$ cat src/rtl/pipe_ctrl_pkg.sv
// Shared types and defaults for the pipeline hazard/stall/flush controller.
package pipe_ctrl_pkg;

  localparam int unsigned REG_AW_DEF = 5;

  typedef enum logic [1:0] {
    FWD_RF  = 2'b00,
    FWD_WB  = 2'b01,
    FWD_MEM = 2'b10
  } fwd_sel_e;

  typedef enum logic [1:0] {
    MS_IDLE,
    MS_WAIT,
    MS_ERR
  } mem_st_e;

endpackage

$ cat src/rtl/pipe_ctrl_unit_fwd_select.sv
// Operand bypass selector for one EX source register: MEM result beats WB data,
// and x0 or non-writing producers never forward.
module fwd_select
  import pipe_ctrl_pkg::*;
#(
  parameter int unsigned REG_AW = REG_AW_DEF
) (
  input  logic [REG_AW-1:0] src,
  input  logic [REG_AW-1:0] mem_rd,
  input  logic              mem_regwrite,
  input  logic [REG_AW-1:0] wb_rd,
  input  logic              wb_regwrite,
  output fwd_sel_e          sel
);

  // Priority compare of the source against the two in-flight writers.
  always_comb begin
    sel = FWD_RF;
    if (mem_regwrite && (mem_rd != '0) && (mem_rd == src))
      sel = FWD_MEM;
    else if (wb_regwrite && (wb_rd != '0) && (wb_rd == src))
      sel = FWD_WB;
  end

endmodule

$ cat src/rtl/pipe_ctrl_unit.sv
// Hazard/stall/flush controller for the 5-stage RV32I pipeline: forwarding,
// load-use interlock, redirect flush and a data-memory wait FSM with watchdog.
// Optional feature macro: PIPE_PERF_CNT_EN (stall/flush performance counters).
module pipe_ctrl_unit
  import pipe_ctrl_pkg::*;
#(
  parameter int unsigned REG_AW  = REG_AW_DEF,
  parameter int unsigned TMO_W   = 8,
  parameter int unsigned MEM_TMO = 200,
  parameter int unsigned PERF_W  = 32
) (
  input  logic              clk,
  input  logic              reset,
  input  logic [REG_AW-1:0] id_rs1,
  input  logic [REG_AW-1:0] id_rs2,
  input  logic              id_use_rs1,
  input  logic              id_use_rs2,
  input  logic [REG_AW-1:0] ex_rs1,
  input  logic [REG_AW-1:0] ex_rs2,
  input  logic [REG_AW-1:0] ex_rd,
  input  logic              ex_memread,
  input  logic              ex_redirect,
  input  logic [REG_AW-1:0] mem_rd,
  input  logic [REG_AW-1:0] wb_rd,
  input  logic              mem_regwrite,
  input  logic              wb_regwrite,
  input  logic              mem_req,
  input  logic              mem_ack,
  output logic              pc_en,
  output logic              ifid_en,
  output logic              idex_en,
  output logic              exmem_en,
  output logic              ifid_flush,
  output logic              idex_flush,
  output logic              memwb_bubble,
  output logic [1:0]        fwd_a_sel,
  output logic [1:0]        fwd_b_sel,
  output logic              mem_tmo_err,
  output logic [PERF_W-1:0] stall_cnt,
  output logic [PERF_W-1:0] flush_cnt
);

  mem_st_e            state_q;
  logic [TMO_W-1:0]   timer_q;
  fwd_sel_e           sel_a;
  fwd_sel_e           sel_b;
  logic               mem_stall;
  logic               load_use;
  logic               lu_stall;
  logic               redirect_apply;

  fwd_select #(.REG_AW(REG_AW)) u_fwd_a (
    .src          (ex_rs1),
    .mem_rd       (mem_rd),
    .mem_regwrite (mem_regwrite),
    .wb_rd        (wb_rd),
    .wb_regwrite  (wb_regwrite),
    .sel          (sel_a)
  );

  fwd_select #(.REG_AW(REG_AW)) u_fwd_b (
    .src          (ex_rs2),
    .mem_rd       (mem_rd),
    .mem_regwrite (mem_regwrite),
    .wb_rd        (wb_rd),
    .wb_regwrite  (wb_regwrite),
    .sel          (sel_b)
  );

  // Hazard detection; memory stall dominates, then redirect, then load-use.
  always_comb begin
    mem_stall      = ((state_q == MS_IDLE) && mem_req && !mem_ack)
                   || (state_q == MS_WAIT) || (state_q == MS_ERR);
    load_use       = ex_memread && (ex_rd != '0)
                   && ((id_use_rs1 && (ex_rd == id_rs1))
                    || (id_use_rs2 && (ex_rd == id_rs2)));
    redirect_apply = ex_redirect && !mem_stall;
    lu_stall       = load_use && !ex_redirect && !mem_stall;
  end

  // Stage enable / flush strobes and forwarding selects.
  always_comb begin
    pc_en        = 1'b1;
    ifid_en      = 1'b1;
    idex_en      = 1'b1;
    exmem_en     = 1'b1;
    ifid_flush   = 1'b0;
    idex_flush   = 1'b0;
    memwb_bubble = 1'b0;
    fwd_a_sel    = sel_a;
    fwd_b_sel    = sel_b;
    if (reset) begin
      pc_en        = 1'b0;
      ifid_en      = 1'b0;
      idex_en      = 1'b0;
      exmem_en     = 1'b0;
      ifid_flush   = 1'b1;
      idex_flush   = 1'b1;
      memwb_bubble = 1'b1;
      fwd_a_sel    = FWD_RF;
      fwd_b_sel    = FWD_RF;
    end else if (mem_stall) begin
      pc_en        = 1'b0;
      ifid_en      = 1'b0;
      idex_en      = 1'b0;
      exmem_en     = 1'b0;
      memwb_bubble = 1'b1;
    end else if (redirect_apply) begin
      ifid_flush   = 1'b1;
      idex_flush   = 1'b1;
    end else if (lu_stall) begin
      pc_en        = 1'b0;
      ifid_en      = 1'b0;
      idex_flush   = 1'b1;
    end
  end

  // Data-memory wait FSM with timeout watchdog; ERR is left only by reset.
  always_ff @(posedge clk) begin
    if (reset) begin
      state_q     <= MS_IDLE;
      timer_q     <= '0;
      mem_tmo_err <= 1'b0;
    end else begin
      case (state_q)
        MS_IDLE: begin
          if (mem_req && !mem_ack) begin
            state_q <= MS_WAIT;
            timer_q <= TMO_W'(1);
          end
        end
        MS_WAIT: begin
          if (mem_ack) begin
            state_q <= MS_IDLE;
            timer_q <= '0;
          end else if (timer_q == TMO_W'(MEM_TMO)) begin
            state_q     <= MS_ERR;
            mem_tmo_err <= 1'b1;
          end else begin
            timer_q <= timer_q + TMO_W'(1);
          end
        end
        MS_ERR: begin
          mem_tmo_err <= 1'b1;
        end
        default: begin
          state_q <= MS_IDLE;
          timer_q <= '0;
        end
      endcase
    end
  end

`ifdef PIPE_PERF_CNT_EN
  logic [PERF_W-1:0] stall_q;
  logic [PERF_W-1:0] flush_q;

  // Saturating counts of stalled cycles and applied redirects.
  always_ff @(posedge clk) begin
    if (reset) begin
      stall_q <= '0;
      flush_q <= '0;
    end else begin
      if ((mem_stall || lu_stall) && (stall_q != '1))
        stall_q <= stall_q + PERF_W'(1);
      if (redirect_apply && (flush_q != '1))
        flush_q <= flush_q + PERF_W'(1);
    end
  end

  assign stall_cnt = stall_q;
  assign flush_cnt = flush_q;
`else
  assign stall_cnt = '0;
  assign flush_cnt = '0;
`endif

endmodule

$ cat config.mk
export PLATFORM = sky130hd
export DESIGN_NAME = pipe_ctrl_unit
export DESIGN_NICKNAME = d
export VERILOG_FILES = /design/src/rtl/pipe_ctrl_pkg.sv /design/src/rtl/pipe_ctrl_unit_fwd_select.sv /design/src/rtl/pipe_ctrl_unit.sv
export SDC_FILE = /design/constraint.sdc
export NUM_CORES = 1
export LEC_CHECK = 0
export ABC_AREA = 1
export CAP_MARGIN = 20
export CORE_UTILIZATION = 35
export CTS_CLUSTER_DIAMETER = 30
export DETAILED_ROUTE_END_ITERATION = 10
export HOLD_SLACK_MARGIN = 0.03
export PLACE_DENSITY = 0.83
export RECOVER_POWER = 50
export SETUP_SLACK_MARGIN = 0.05
export SLEW_MARGIN = 20
export SYNTH_ARGS = -nofsm -noshare
export SYNTH_HDL_FRONTEND = slang
export SYNTH_SLANG_ARGS = --single-unit
$ cat constraint.sdc
create_clock -name clk -period 3.4 [get_ports clk]
set_input_delay 0.85 -clock clk [delete_from_list [all_inputs] [get_ports clk]]
set_output_delay 0.85 -clock clk [all_outputs]
set_load 0.05 [all_outputs]
# After elaboration in Yosys (flattened, before gate mapping)
# Cells that the tools add are included.
[op_classes]
addsub = 1
mul = 0
div_mod_pow = 0
n_lt_le_gt_ge = 0
n_eq_ne = 14
shifts = 0
mux = 32
n_bitwise = 1
n_reduce_logical = 30
[op_table]
columns = ["op", "count"]
rows = [
  ["equality test 5 bit", 6],
  ["two-way mux 8 bit", 3],
  ["one-hot mux 8 bit (3 select lines)", 1],
  ["two-way mux 1 bit", 19],
  ["logical AND 1 bit", 16],
  ["nonzero test 5 bit", 3],
  ["two-way mux 2 bit", 7],
  ["AND reduction 3 bit", 3],
  ["adder 8 x 1 -> 8 bit, second input constant", 1],
  ["equality test 8 bit, second input constant", 1],
  ["one-hot mux 2 bit (3 select lines)", 1],
  ["!= test 2 x 1 -> 1 bit, second input constant", 2],
  ["zero test 1 bit", 3],
  ["logical OR 1 bit", 3],
  ["!= test 3 x 2 -> 1 bit, second input constant", 1],
  ["!= test 3 bit, second input constant", 1],
  ["equality test 2 x 1 -> 1 bit, second input constant", 1],
  ["equality test 2 bit, second input constant", 1],
  ["zero test 2 bit", 1],
  ["!= test 2 bit, second input constant", 1],
  ["one-hot mux 1 bit (2 select lines)", 1],
  ["nonzero test 2 bit", 1],
  ["NOT 1 bit", 1],
]
[word_totals]
reg_bits = 11
latch_bits = 0
mem_bits_rw = 0
romBits = 0
in_bits = 45
out_inout_bits = 76
word_cells = 81
n_memories = 0

# Logic depth before layout (Yosys ltp)
# Gate-level depths: netlist (run 1).
[logic_depth]
word_depth = 11
depth_mapped = 10

# Hierarchy
# From an unflattened synthesis (run 1), not the netlist that was laid out.
[hier_totals]
hier_cells = 326
hier_area_um2 = 1859.3
[by_module_without_submodules]
columns = ["mod", "n_inst", "cells_each", "area_per_inst_um2", "seq_area_each_um2"]
rows = [
  ["pipe_ctrl_unit", 1, 226, 1431.4, 220.2],
  ["fwd_select", 2, 50, 214.0, 0.0],
]

# Least setup slack after synthesis (run 1)
# No wires, ideal clock.
[synth_path]
kind = "input to output"
from = "input port mem_ack"
to = "output port pc_en"
arrival_ns = 2.814
slack_ns = -0.264
cell_stages = 7
cell_sequence = "inv_1 > nand2_1 > nand2_1 > o21ai_0 > nand2_1 > a21oi_1 > buf_4"
[synth_between]
elab_chain_cells = 10
[synth_lines]
columns = ["item", "line_no", "rtl"]
rows = [
  ["from (decl)", "pipe_ctrl_unit.sv:28", "input logic mem_ack,"],
  ["zero test 1 bit *", "pipe_ctrl_unit.sv:72", "mem_stall = ((state_q == MS_IDLE) && mem_req && !mem_ack)"],
  ["logical AND 1 bit *", "pipe_ctrl_unit.sv:72", ""],
  ["logical OR 1 bit * (2 in a row)", "pipe_ctrl_unit.sv:73", "|| (state_q == MS_WAIT) || (state_q == MS_ERR);"],
  ["zero test 1 bit", "pipe_ctrl_unit.sv:77, pipe_ctrl_unit.sv:78", ""],
  ["logical AND 1 bit", "pipe_ctrl_unit.sv:78", "lu_stall = load_use && !ex_redirect && !mem_stall;"],
  ["two-way mux 1 bit (2 in a row)", "-", ""],
  ["two-way mux 1 bit * (2 in a row)", "-", ""],
  ["to (decl)", "pipe_ctrl_unit.sv:29", "output logic pc_en,"],
]
# Mark *: on every way between the ends. The rest lies on a longest branch, timed or not.

# Worst setup path in the final report (run 1)
[layout_path]
from = "input port mem_ack"
to = "output port ifid_en"
[layout_between]
elab_chain_cells = 10
[layout_lines]
columns = ["item", "line_no", "rtl"]
rows = [
  ["zero test 1 bit *", "pipe_ctrl_unit.sv:72", ""],
  ["logical AND 1 bit *", "pipe_ctrl_unit.sv:72", ""],
  ["logical OR 1 bit * (2 in a row)", "pipe_ctrl_unit.sv:73", ""],
  ["zero test 1 bit", "pipe_ctrl_unit.sv:77, pipe_ctrl_unit.sv:78", ""],
  ["logical AND 1 bit", "pipe_ctrl_unit.sv:78", ""],
  ["two-way mux 1 bit", "pipe_ctrl_unit.sv:111", "end else if (lu_stall) begin"],
  ["two-way mux 1 bit", "pipe_ctrl_unit.sv:108", "end else if (redirect_apply) begin"],
  ["two-way mux 1 bit *", "pipe_ctrl_unit.sv:102", "end else if (mem_stall) begin"],
  ["two-way mux 1 bit *", "pipe_ctrl_unit.sv:92", "if (reset) begin"],
  ["to (decl)", "pipe_ctrl_unit.sv:30", "output logic ifid_en,"],
]
# Marks and branches as above.

==> results.md, run 1 <==
- Status: completed
- Final hold violations: 0
- Die ar.: 4902 sq um
- DR WL/cell: 9.660 um
- Die height: 70.02 um
- ANT nets after route: 0
- Max-slew violations: 0
- Vias in the first global route: 1355
- Gr usage total: 14.19%
- RSZ-0062 raised after global routing: false
- Worst-Skew Late Latency: 0.24 ns
- Slowest stage cell, crit path: dlygate4sd3_1
- Final Critical Period: 3.174 ns
- Top-area cell type share of the netlist area: 30.60%
- Port Buffers: 56
- Mapped Cells: 250
- Worst slew pin tran: 0.6170 ns
- Post-synth top cells: buf_4 (66), nand2_1 (39), inv_1 (26), nor2_1 (26), xor2_1 (17)
- Synthesized area: 1619 sq um
- Synth cell types: 30
- CORE AREA: 4414 sq um
- Worst-path cell chain: dlygate4sd3_1 -> inv_1 -> nand2_1 -> nand2_1 -> o21ai_1 -> nand2_1 -> a21oi_4 -> buf_12
- DIE WIDTH: 70.02 um
- Post-synth EDFFs: 0
- Proportion of layout cells with a drive suffix above 1: 7.818%
- P&R area growth vs syn: 32.23%
- Clk buf depth: 2
- Hold Buf Count CTS: 0
- Antenna diodes: 0
- Clk sinks: 11
- Post-route DRC violation count: 0
- Final WL: 3468 um
- Grt ovf: 0
- Seq/Total Area, Yosys: 13.60%
- Area leader, netlist: buf_4
- Mean Syn Cell Area: 6.476 sq um
- CP Max Fanout: 3
- Worst setup path startpoint: mem_ack
- Max Fclk: 315.1 MHz
- Ys async rst share: 0%
- Layout Skew: 0.0005309 ns
- Synth area leaders: buf_4 (31%), dfxtp_1 (14%), xor2_1 (9.2%)
- Placed instance area: 2103 sq um
- Critical Path RT: 2.55 ns
- Detailed Routing Iterations Pass 1: 4
- Wire length of the first global-routing pass: 5692 um
- Most used cell, CP: nand2_1
- IO Count: 121
- Fin crit share: 93.35%
- Fin Setup TNS: 0 ns
- Setup crit start kind: input port
- Max IR drop VDD: 103.4 uV
- Worst Hold Class: reg -> reg
- Num CTS Buffers: 3
- Hold path start: timer_q[1]
- Pwr dens: 321.4 nW/um^2
- Root buffer cell: clkbuf_8
- Design Area, Final: 2141 sq um
- Clock tree from TritonCTS: yes
- CP top delay family: buffers and inverters
- DR iter-0 viols: 58
- Synthesis Warnings: 0
- Worst setup EP type: output pin
- Setup violators final: 0
- Largest net degree at the start of global routing: 9
- Leak: 1.027 nW
- Maxcap violations: 0
- Most common cell in the netlist: buf_4
- CTS HTree Levels: 1
- Critical path buffer and inverter count: 3
- Rel. slew slack: 58.43%
- Kind of critical path: in -> out
- Placer Congestion: 0.8268
- Row count: 24
- R2r startpoint: timer_q[0]
- Initial antenna violation count: 0
- Vias per Instance: 4.150
- Top FF cell, synth: dfxtp_1
- Crit path DAT: 2.32 ns
- Initial core utilization: 36.68%
- Fin nets: 355
- Final HPWL DP: 3037 um
- Yosys reg bits: 11
- Vias: 1490
- CTS clock-pin slew for the worst setup and hold paths: 0.05 ns
- Largest stage delay, worst path: 0.55 ns
state kept, by name, summed over array words and instances, names as in the netlist:
name	cells
timer_q	8
state_q	2
mem_tmo_err	1
cell usage in the layout, fill, tap and decap left out, drive strengths merged, types with 2 or more instances in the layout:
cell           instances
dfxtp                 11
xnor2                  5
nor2                  27
nor3                   6
o21ai                 10
ha                     2
nand2                 40
inv                   27
buf                   12
conb                  64
a21oi                 14
clkbuf                 4
xor2                  17
nand3                 14
clkdlybuf4s50         44
layer usage:
layer,wire (um),global-route usage (%),vias up
met4,79,6.222,0
met1,1402,15.22,646
met5,0,0,-
met3,189,1.299,7
met2,1797,27.67,77
li1,-,-,760
metrics by stage:
| step | hold slack, ns | total power [W] | util [%] | cells | setup slack, ns |
|---|---|---|---|---|---|
| after floorplan | 0.4693 | 0.0004882 | - | 313 | 0.08402 |
| after global placement | 0.4834 | 0.0005541 | 47.65 | 355 | 0.1958 |
| after detailed placement | 0.4944 | 0.0005596 | 47.65 | 355 | 0.1295 |
| after CTS | 0.5012 | 0.0006929 | 48.67 | 359 | 0.1237 |
| after global routing | 0.5359 | 0.0007189 | 48.50 | 359 | 0.06232 |
| final | 0.4971 | 0.0006881 | 48.50 | 359 | 0.2260 |
what timing repair did:
| action | 4_1_cts | 5_1_grt |
|---|---|---|
| buffers inserted | 0 | 0 |
| resized for setup | 0 | 2 |
| endpoints found under the setup margin | 0 | 2 |
report_power, final:
part	total [W]	internal, W	switching, W
clock network	0.000133	0.0000824	0.0000504
registers	0.000143	0.000136	0.00000698
logic	0.000413	0.000125	0.000287
logic make-up after synthesis:
kind of cell / share of synthesized area, %
AOI/OAI and AO/OA: 9.893
xor gates and xnor gates: 11.90
adders and majority gates: 1.545
buffers and inverters: 37.48
DFF: 13.60
other: 0.2316
and+or+nand+nor: 25.35
worst register-to-register path, delay by kind of cell, from the launching register on:
family | cells | cell delay, ns
AND/OR/NAND/NOR | 7 | 0.77
buffers and inverters | 2 | 0.28
flip-flops | 1 | 0.35
adder cells (fa/ha/maj) | 1 | 0.15
path summary, 6_finish.rpt:
kind	endpoint	slack, ns	cells past startpoint
max	ifid_en	0.23	8
max reg2reg	timer_q[3]	1.80	10
min	timer_q[1]	0.50	2
min reg2reg	timer_q[1]	0.50	2
area by class of cell:
class,instances,area [sq um]
fillers,439,2273
inverters,28,106.4
well taps,52,65.06
clock buffers,4,45.04
multi-input cells,207,1026
repair buffers,57,678.2
flip-flops and latches,11,220.2
(Power assumes the default switching activity.)
==> inputs of run 2 (changes only) <==
Settings changed: CORE_ASPECT_RATIO set to 1.4.
==> results.md, run 2 (same netlist as run 1, synthesis figures left out) <==
- Kind of critical path: in -> out
- Placer Congestion: 0.8415 (+1.8%)
- Vias: 1486 (-0.27%)
- Critical path buffer and inverter count: 3 (unchanged)
- Vias per Instance: 4.049 (-2.4%)
- CP Max Fanout: 3 (unchanged)
- Tot Pwr: 0.0006884 W (about the same)
- Clock tree from TritonCTS: yes
- Worst R2R Path Depth: 10 (unchanged)
- Initial core utilization: 37.27% (+0.59 points)
- Commonest cells after routing, fill and taps aside: conb_1 (64), clkdlybuf4s50_1 (44), nand2_1 (38), nor2_1 (27), inv_1 (26)
- RR Endpoint: timer_q[5]
- Post-route DRC violation count: 0 (unchanged)
- CTS HTree Levels: 1 (unchanged)
- Worst-path cell chain: dlygate4sd3_1 -> inv_1 -> nand2_1 -> nand2_1 -> o21ai_0 -> nand2_2 -> a21oi_4 -> buf_12
- P&R area growth vs syn: 32.46%
- Wire length of the first global-routing pass: 4981 um (-12%)
- ANT nets after route: 0 (unchanged)
- Largest stage delay, worst path: 0.55 ns (about the same)
- Die ar.: 4906 sq um (about the same)
- R2r startpoint: timer_q[0]
- Num CTS Buffers: 3 (unchanged)
- Max IR drop VDD: 103.7 uV (+0.33%)
- Regs by FF count: timer_q x8, state_q x2, mem_tmo_err x1
- Row count: 28 (+17%)
- Die height: 82.48 um (+18%)
- Gr usage total: 13.58% (-0.61 points)
- Worst setup EP type: output pin
- Fin nets: 355 (unchanged)
- Worst Hold Class: reg -> reg
- Clk buf depth: 2 (unchanged)
- Proportion of layout cells with a drive suffix above 1: 7.492% (-0.33 points)
- Antenna diodes: 0 (unchanged)
- Most common cell after layout, fill and taps aside: conb_1
- DR iter-0 viols: 32 (-45%)
- Top reg by flops: timer_q
- Post-CTS setup buffer count: 0 (unchanged)
- Most used cell, CP: nand2_1
- Maxcap violations: 0 (unchanged)
- Pwr dens: 321.0 nW/um^2 (-0.13%)
- Final hold violations: 0 (unchanged)
- CTS clock-pin slew for the worst setup and hold paths: 0.05 ns (about the same)
- Initial antenna violation count: 0 (unchanged)
- Worst slew pin tran: 0.6643 ns (+0.04727 ns)
- Port Buffers: 56 (unchanged)
- Reg2Reg Setup Slack: 1.76 ns (-0.04 ns)
- WHS Endpoint: timer_q[1]
- Setup violators final: 0 (unchanged)
- DR WL/cell: 9.362 um (-3.1%)
- Max Fclk: 315.0 MHz (about the same)
- Hold path start: timer_q[1]
- Fin Setup TNS: 0 ns (unchanged)
- Final Critical Period: 3.174 ns (+0.0005200 ns)
- Critical Path RT: 2.55 ns (about the same)
- Detailed Routing Iterations Pass 1: 5 (+1)
- Setup crit start kind: input port
- Layout Skew: 0.002072 ns (+0.001541 ns)
- Hold Buf Count CTS: 0 (unchanged)
- Status: completed
- Largest net degree at the start of global routing: 9 (unchanged)
- IO Count: 121 (unchanged)
- Max reg flops: 8 (unchanged)
- Slowest stage cell, crit path: dlygate4sd3_1
- Final HPWL DP: 2952 um (-2.8%)
- Rel. slew slack: 55.25% (-3.2 points)
- Clk sinks: 11 (unchanged)
- Fin crit share: 93.37% (about the same)
- Fillers: 440 (+0.23%)
- CORE AREA: 4344 sq um (-1.6%)
- RSZ-0062 raised after global routing: false
- Grt ovf: 0 (unchanged)
- Worst-Skew Late Latency: 0.24 ns (about the same)
- Final Util: 49.37% (+0.87 points)
- Final WL: 3436 um (-0.92%)
- Vias in the first global route: 1284 (-5.2%)
- Max-slew violations: 0 (unchanged)
- DIE WIDTH: 59.48 um (-15%)
- CP top delay family: buffers and inverters
- Crit path DAT: 2.32 ns (about the same)
- Hold Path Depth: 2 (unchanged)
- Root buffer cell: clkbuf_8
- Leak: 1.028 nW (about the same)
## run 2: routing by layer
layer / share of wire [%] / up-vias / track usage, % / wire (um)
li1: - / 763 / - / -
met1: 35 / 628 / 13.05 / 1190
met2: 55 / 88 / 25.51 / 1904
met3: 7.5 / 7 / 2.181 / 257
met4: 2.4 / 0 / 9.762 / 84
met5: 0 / - / 0 / 0
## run 2: worst max path at each step
stage	start	endpoint	slack, ns	depth (start not counted)
floorplan	mem_ack	pc_en	0.08	7
global placement	mem_ack	ifid_en	0.16	8
detailed placement	mem_ack	ifid_en	0.13	8
CTS	mem_ack	ifid_en	0.12	8
global route	mem_rd[0]	fwd_b_sel[0]	0.13	9
finish	mem_ack	ifid_en	0.23	8
## run 2: final cells by class
type | instances | area [sq um] | share of cell area (%)
tap | 60 | 75.07 | 3.501
inverter | 28 | 106.4 | 4.959
clock buffer | 4 | 45.04 | 2.100
multi-input combinational | 207 | 1020 | 47.55
timing repair buffer | 57 | 678.2 | 31.62
sequential | 11 | 220.2 | 10.27
## run 2: metrics by stage
stage | cell area [sq um] | setup slack, ns | std cells | hold WS, ns
finish | 2145 | 0.2255 | 367 | 0.4954
global route | 2145 | 0.1279 | 367 | 0.5283
CTS | 2158 | 0.1164 | 367 | 0.4978
detailed placement | 2113 | 0.1280 | 363 | 0.4895
global placement | 2113 | 0.1622 | 363 | 0.4893
floorplan | 1859 | 0.08402 | 313 | 0.4693
## run 2: power by group
part	switching, W	leakage, nW	internal [W]
clock network	0.0000520	0.0228	0.0000826
registers	0.00000672	0.0893	0.000136
logic	0.000286	0.916	0.000125
total	0.000345	1.03	0.000344
## run 2: what timing repair did
action	CTS	global route
setup endpoints to repair	0	2
endpoints found under the hold margin	0	0
gates resized for setup	0	2
## run 2: worst register-to-register path: stages (launching register included)
cell and delay, ns:
dfxtp_1 0.34, inv_1 0.07, ha_1 0.14, nand2_1 0.05
nor2_1 0.14, nand3_1 0.18, nand2_4 0.15, clkinvlp_2 0.22
nand2_1 0.12, nand2_1 0.07, a21oi_2 0.09
